$ cat config.mk
export PLATFORM = sky130hd
export DESIGN_NAME = wb_arbiter
export DESIGN_NICKNAME = d
export VERILOG_FILES = /design/src/rtl/wb_arbiter.sv
export SDC_FILE = /design/constraint.sdc
export NUM_CORES = 1
export LEC_CHECK = 0
export ABC_CLOCK_PERIOD_IN_PS = 7600
export CORE_UTILIZATION = 50
export DETAILED_ROUTE_END_ITERATION = 10
export PLACE_DENSITY = 0.85
export SLEW_MARGIN = 20
export SYNTH_ARGS = -nofsm -noshare
export SYNTH_HDL_FRONTEND = slang
export SYNTH_SLANG_ARGS = --single-unit
$ cat constraint.sdc
create_clock -name clk -period 7.6 [get_ports clk]
set_input_delay 1.52 -clock clk [delete_from_list [all_inputs] [get_ports clk]]
set_output_delay 1.52 -clock clk [all_outputs]
set_load 0.1 [all_outputs]
$ cat src/rtl/wb_arbiter.sv
// Writeback arbiter: pipeline results take the register-file port first,
// divider results queue in a small FIFO and drain on idle pipeline cycles.
module wb_arbiter #(
    parameter int WORD_WIDTH   = 32,
    parameter int REGFILE_BITS = 5,
    parameter int FIFO_DEPTH   = 2
) (
    input  logic                            clk,
    input  logic                            nrst,
    input  logic                            pipe_wr_en,
    input  logic [WORD_WIDTH-1:0]           pipe_wr_data,
    input  logic [REGFILE_BITS-1:0]         pipe_dest,
    input  logic                            div_valid,
    input  logic [WORD_WIDTH-1:0]           div_data,
    input  logic [REGFILE_BITS-1:0]         div_dest,
    output logic                            div_ready,
    output logic                            rf_wr_en,
    output logic [WORD_WIDTH-1:0]           rf_wr_data,
    output logic [REGFILE_BITS-1:0]         rf_dest_addr,
    output logic [(1<<REGFILE_BITS)-1:0]    pending_mask,
    output logic [$clog2(FIFO_DEPTH):0]     fifo_count
);

    localparam int PTR_W = $clog2(FIFO_DEPTH);
    localparam logic [PTR_W:0]   DEPTH   = (PTR_W+1)'(FIFO_DEPTH);
    localparam logic [PTR_W:0]   CNT_ONE = (PTR_W+1)'(1);
    localparam logic [PTR_W-1:0] PTR_ONE = PTR_W'(1);

    logic [WORD_WIDTH-1:0]   r_data [FIFO_DEPTH];
    logic [REGFILE_BITS-1:0] r_dest [FIFO_DEPTH];
    logic [FIFO_DEPTH-1:0]   r_live;
    logic [PTR_W-1:0]        r_rptr;
    logic [PTR_W-1:0]        r_wptr;
    logic [PTR_W:0]          r_count;

    logic                    w_pw;
    logic                    w_empty;
    logic                    w_acc;
    logic                    w_div_nz;
    logic                    w_pop;
    logic                    w_bypass;
    logic                    w_push;
    logic [FIFO_DEPTH-1:0]   w_live_nxt;

    assign w_pw      = pipe_wr_en && (pipe_dest != '0);
    assign w_empty   = (r_count == '0);
    assign div_ready = nrst && (r_count < DEPTH);
    assign w_acc     = div_valid && div_ready;
    assign w_div_nz  = (div_dest != '0);
    assign w_pop     = nrst && !w_pw && !w_empty;
    assign w_bypass  = nrst && !w_pw && w_empty && w_acc && w_div_nz;
    assign w_push    = w_acc && w_div_nz && !w_bypass;
    assign fifo_count = r_count;

    always_comb begin
        rf_wr_en     = 1'b0;
        rf_wr_data   = '0;
        rf_dest_addr = '0;
        if (nrst) begin
            if (w_pw) begin
                rf_wr_en     = 1'b1;
                rf_wr_data   = pipe_wr_data;
                rf_dest_addr = pipe_dest;
            end else if (!w_empty) begin
                // a killed head is still consumed, just not written
                rf_wr_en     = r_live[r_rptr];
                rf_wr_data   = r_data[r_rptr];
                rf_dest_addr = r_dest[r_rptr];
            end else if (w_bypass) begin
                rf_wr_en     = 1'b1;
                rf_wr_data   = div_data;
                rf_dest_addr = div_dest;
            end
        end
    end

    always_comb begin
        w_live_nxt = r_live;
        // a younger pipeline write to the same register kills queued results
        if (w_pw) begin
            for (int i = 0; i < FIFO_DEPTH; i++) begin
                if (r_dest[i] == pipe_dest) w_live_nxt[i] = 1'b0;
            end
        end
        if (w_pop)  w_live_nxt[r_rptr] = 1'b0;
        if (w_push) w_live_nxt[r_wptr] = !(w_pw && (pipe_dest == div_dest));
    end

    always_comb begin
        pending_mask = '0;
        for (int i = 0; i < FIFO_DEPTH; i++) begin
            if (r_live[i]) pending_mask[r_dest[i]] = 1'b1;
        end
    end

    always_ff @(posedge clk) begin
        if (!nrst) begin
            r_live  <= '0;
            r_rptr  <= '0;
            r_wptr  <= '0;
            r_count <= '0;
        end else begin
            r_live <= w_live_nxt;
            if (w_pop)  r_rptr <= r_rptr + PTR_ONE;
            if (w_push) r_wptr <= r_wptr + PTR_ONE;
            if (w_push && !w_pop)      r_count <= r_count + CNT_ONE;
            else if (w_pop && !w_push) r_count <= r_count - CNT_ONE;
        end
    end

    always_ff @(posedge clk) begin
        if (w_push) begin
            r_data[r_wptr] <= div_data;
            r_dest[r_wptr] <= div_dest;
        end
    end

endmodule

==> summary.txt <==
Layout
  – Post-route cell area: 6070 sq um
  – Area grow syn2layout: 37.8%
  – Fillers: 588
  – Non-Filler Instances: 659
  – Post-layout nets: 629
  – Diode count: 0
  – Finished Core Util: 0.725
  – Layout cells sized above 1: 0.135

Synthesis
  – Most frequent cells after synthesis: 74 x edfxtp_1, 71 x o21ai_0, 40 x nor2_1, 37 x a21oi_1, 37 x mux2i_1
  – Area leader, netlist: edfxtp_1
  – Syn Area/Cell: 10.6 sq um
  – Synth unique cells: 40
  – Post-Syn Area: 4410 sq um
  – Top-count cell post-synth: edfxtp_1
  – Syn_nets: 495
  – Yosys reg bits: 81
  – Most area-consuming cells after synthesis: edfxtp_1 50%, mux2i_1 8.4%, o21ai_0 8.1%, o22ai_1 4.7%, a21oi_1 4.2%
  – Synth Instances: 416
  – Yosys warns: 0
  – Seq/Total Area, Yosys: 0.536
  – Post-synth ARST share: 0
  – Synth top area share: 0.504
  – EDFF count, synth: 74
  – Ys flop type: edfxtp_1

Clock tree
  – CTS resizes: 0
  – CTS root buffer: clkbuf_8
  – H-tree depth: 3
  – CTS Buffer Depth: 2
  – CTS tree: yes
  – Sink Count: 81
  – Post-CTS Hold Buffers: 0
  – Clock Latency Late Sink: 0.35 ns
  – Clk slew on worst S/H paths: 0.08 ns
  – Post-CTS Setup Inserts: 0
  – CTS Buf Count: 9

Drt
  – DR WL/cell: 17.2 microns
  – Vias: 3893
  – Post-Route WL: 11300 microns
  – # DRC: 0
  – Antenna-violating nets left: 0
  – DRT Pass-1 Iters: 5
  – DR iter-0 viols: 267
  – Via-to-Cell Ratio: 5.91

Global routing
  – First-pass GRT wire length: 18000 microns
  – GRT Residual Overflow: 0
  – Vias in the first global route: 3652
  – Initial antenna violation count: 0
  – Largest net degree at the start of global routing: 52
  – GRT Util Overall: 0.256

Setup path
  – Critical path data required time: 6.08 ns
  – Worst reg2reg path endpoint: r_data[0][23]$_DFFE_PP_
  – Kind of critical path: input port to output pin
  – R2r worst-path depth: 3
  – Worst setup EP type: output pin
  – Worst R2R Start: fifo_count[0]$_SDFFE_PN0P_
  – Worst Setup Start Kind: input port
  – Critical Path Fanout Max: 51
  – Reg-to-reg slack, setup: 5.62 ns
  – Data arrival, critical path: 4.47 ns

STA
  – Fin crit share: 0.788
  – F_max: 0.167 GHz
  – Final number of setup-violating endpoints: 0
  – Relative slew margins: 0.329
  – Fin crit period: 5.99 ns
  – Slew of the pin with the lowest slew margin: 1.00 ns
  – Final WS setup: 1.61 ns
  – Fin. Hold Viols: 0
  – TNS Setup: 0 ns
  – Clk_skew: 0.0156 ns
  – Hold WS: 0.523 ns
  – RSZ-0062 raised after global routing: false
  – Slew Limit Fails: 0

Placed design
  – Dpl hpwl: 7770 microns
  – Placed Instances: 643
  – Dpl ws: 1.64 ns
  – Routability cong.: 0.891
  – IO Port Bufs: 150
  – Area after DPL: 5860 sq um

Power
  – Switch share: 0.371
  – Flop pwr share: 0.413
  – Power Density: 217 nW/um^2
  – Tot Pwr: 1.32 mW
  – Combinational power share: 0.336
  – Power share of the clock group: 0.250
  – Int Pwr: 0.830 mW
  – P_sw: 0.490 mW
  – Maximum vdd ir drop: 0.185 mV
  – Leakage: 1.99 nW

Hold path
  – Hold WC Path Type: flip-flop to flip-flop
  – Hold Path Depth: 2
  – Hold path start: r_wptr$_SDFFE_PN0N_
  – Hold EP: r_live[1]$_SDFF_PN0_

Floorplan
  – Core ar.: 8380 sq um
  – Chip Width: 95.9 microns
  – I/O pins: 151
  – Die Area: 9200 sq um
  – Initial Utilization: 0.526
  – Num rows: 33
  – Die Y: 95.9 microns

Run status
  – Outcome: finished, final reports clean

Run
  – Max Cap Viol: 0
state kept, by name, summed over array words and instances (netlist names), named ones only:
register / cells
fifo_count: 2
r_data: 64
r_dest: 10
r_live: 2
r_rptr: 1
r_wptr: 1
per-layer routing:
| layer | GRT usage | wire length, microns | vias up |
|---|---|---|---|
| met2 | 0.448 | 5570 | 211 |
| met1 | 0.319 | 4760 | 1818 |
| met4 | 0.0833 | 155 | 0 |
| met5 | 0 | 0 | - |
| li1 | - | - | 1845 |
| met3 | 0.0466 | 847 | 19 |
critical path, stage by stage:
cell and delay (ns):
clkdlybuf4s50_1 0.53, or4_1 0.61, o21ai_4 0.64, buf_4 0.50, o21ai_0 0.20, a21oi_1 0.15
nor2_1 0.06, buf_4 0.23
power groups by stage:
stage                     clock [mW]  combinational (mW)  sequential (mW)
after CTS                      0.335               0.443            0.546
after floorplan                    0               0.328            0.544
final                          0.330               0.444            0.546
after global placement             0               0.439            0.554
after detailed placement           0               0.441            0.555
after global routing           0.354               0.471            0.549
layout by cell type (no fill, tap or decap), types with 10 or more instances in the layout:
cell             netlist  routed
a21oi_1               37      37
clkdlybuf4s50_1        0     112
o21ai_0               71      71
buf_4                  0      43
edfxtp_1              74      74
nor2_1                40      39
nand3b_1              10      10
o22ai_1               33      33
mux2i_1               37      37
nand3_1               10      10
worst max-delay path by stage:
stage                                 end  slack, ns    startpoint
after floorplan           rf_dest_addr[4]       1.45  pipe_dest[1]
final                      rf_wr_data[13]       1.61  pipe_dest[1]
after detailed placement   rf_wr_data[13]       1.64  pipe_dest[1]
after global placement     rf_wr_data[23]       1.70  pipe_dest[1]
after global routing       rf_wr_data[23]       1.38  pipe_dest[1]
after CTS                  rf_wr_data[13]       1.62  pipe_dest[1]
cell families after synthesis:
kind of cell | synth area share
buffers and inverters | 0.0377
adder cells (fa/ha/maj) | 0.00284
XOR/XNOR | 0.0358
AND/OR/NAND/NOR | 0.102
flip-flops | 0.536
AO/OA/AOI/OAI | 0.199
multiplexers | 0.0866
final cells by class:
type,instances,area [sq um],area share
clock buffer,9,124,0.0204
tap,105,131,0.0216
multi-input combinational,301,1900,0.313
sequential,81,2370,0.389
inverter,1,3.75,0.000618
timing repair buffer,156,1460,0.241
clock inverter,6,83.8,0.0138
Note: power is estimated with default switching activity, not from simulation.
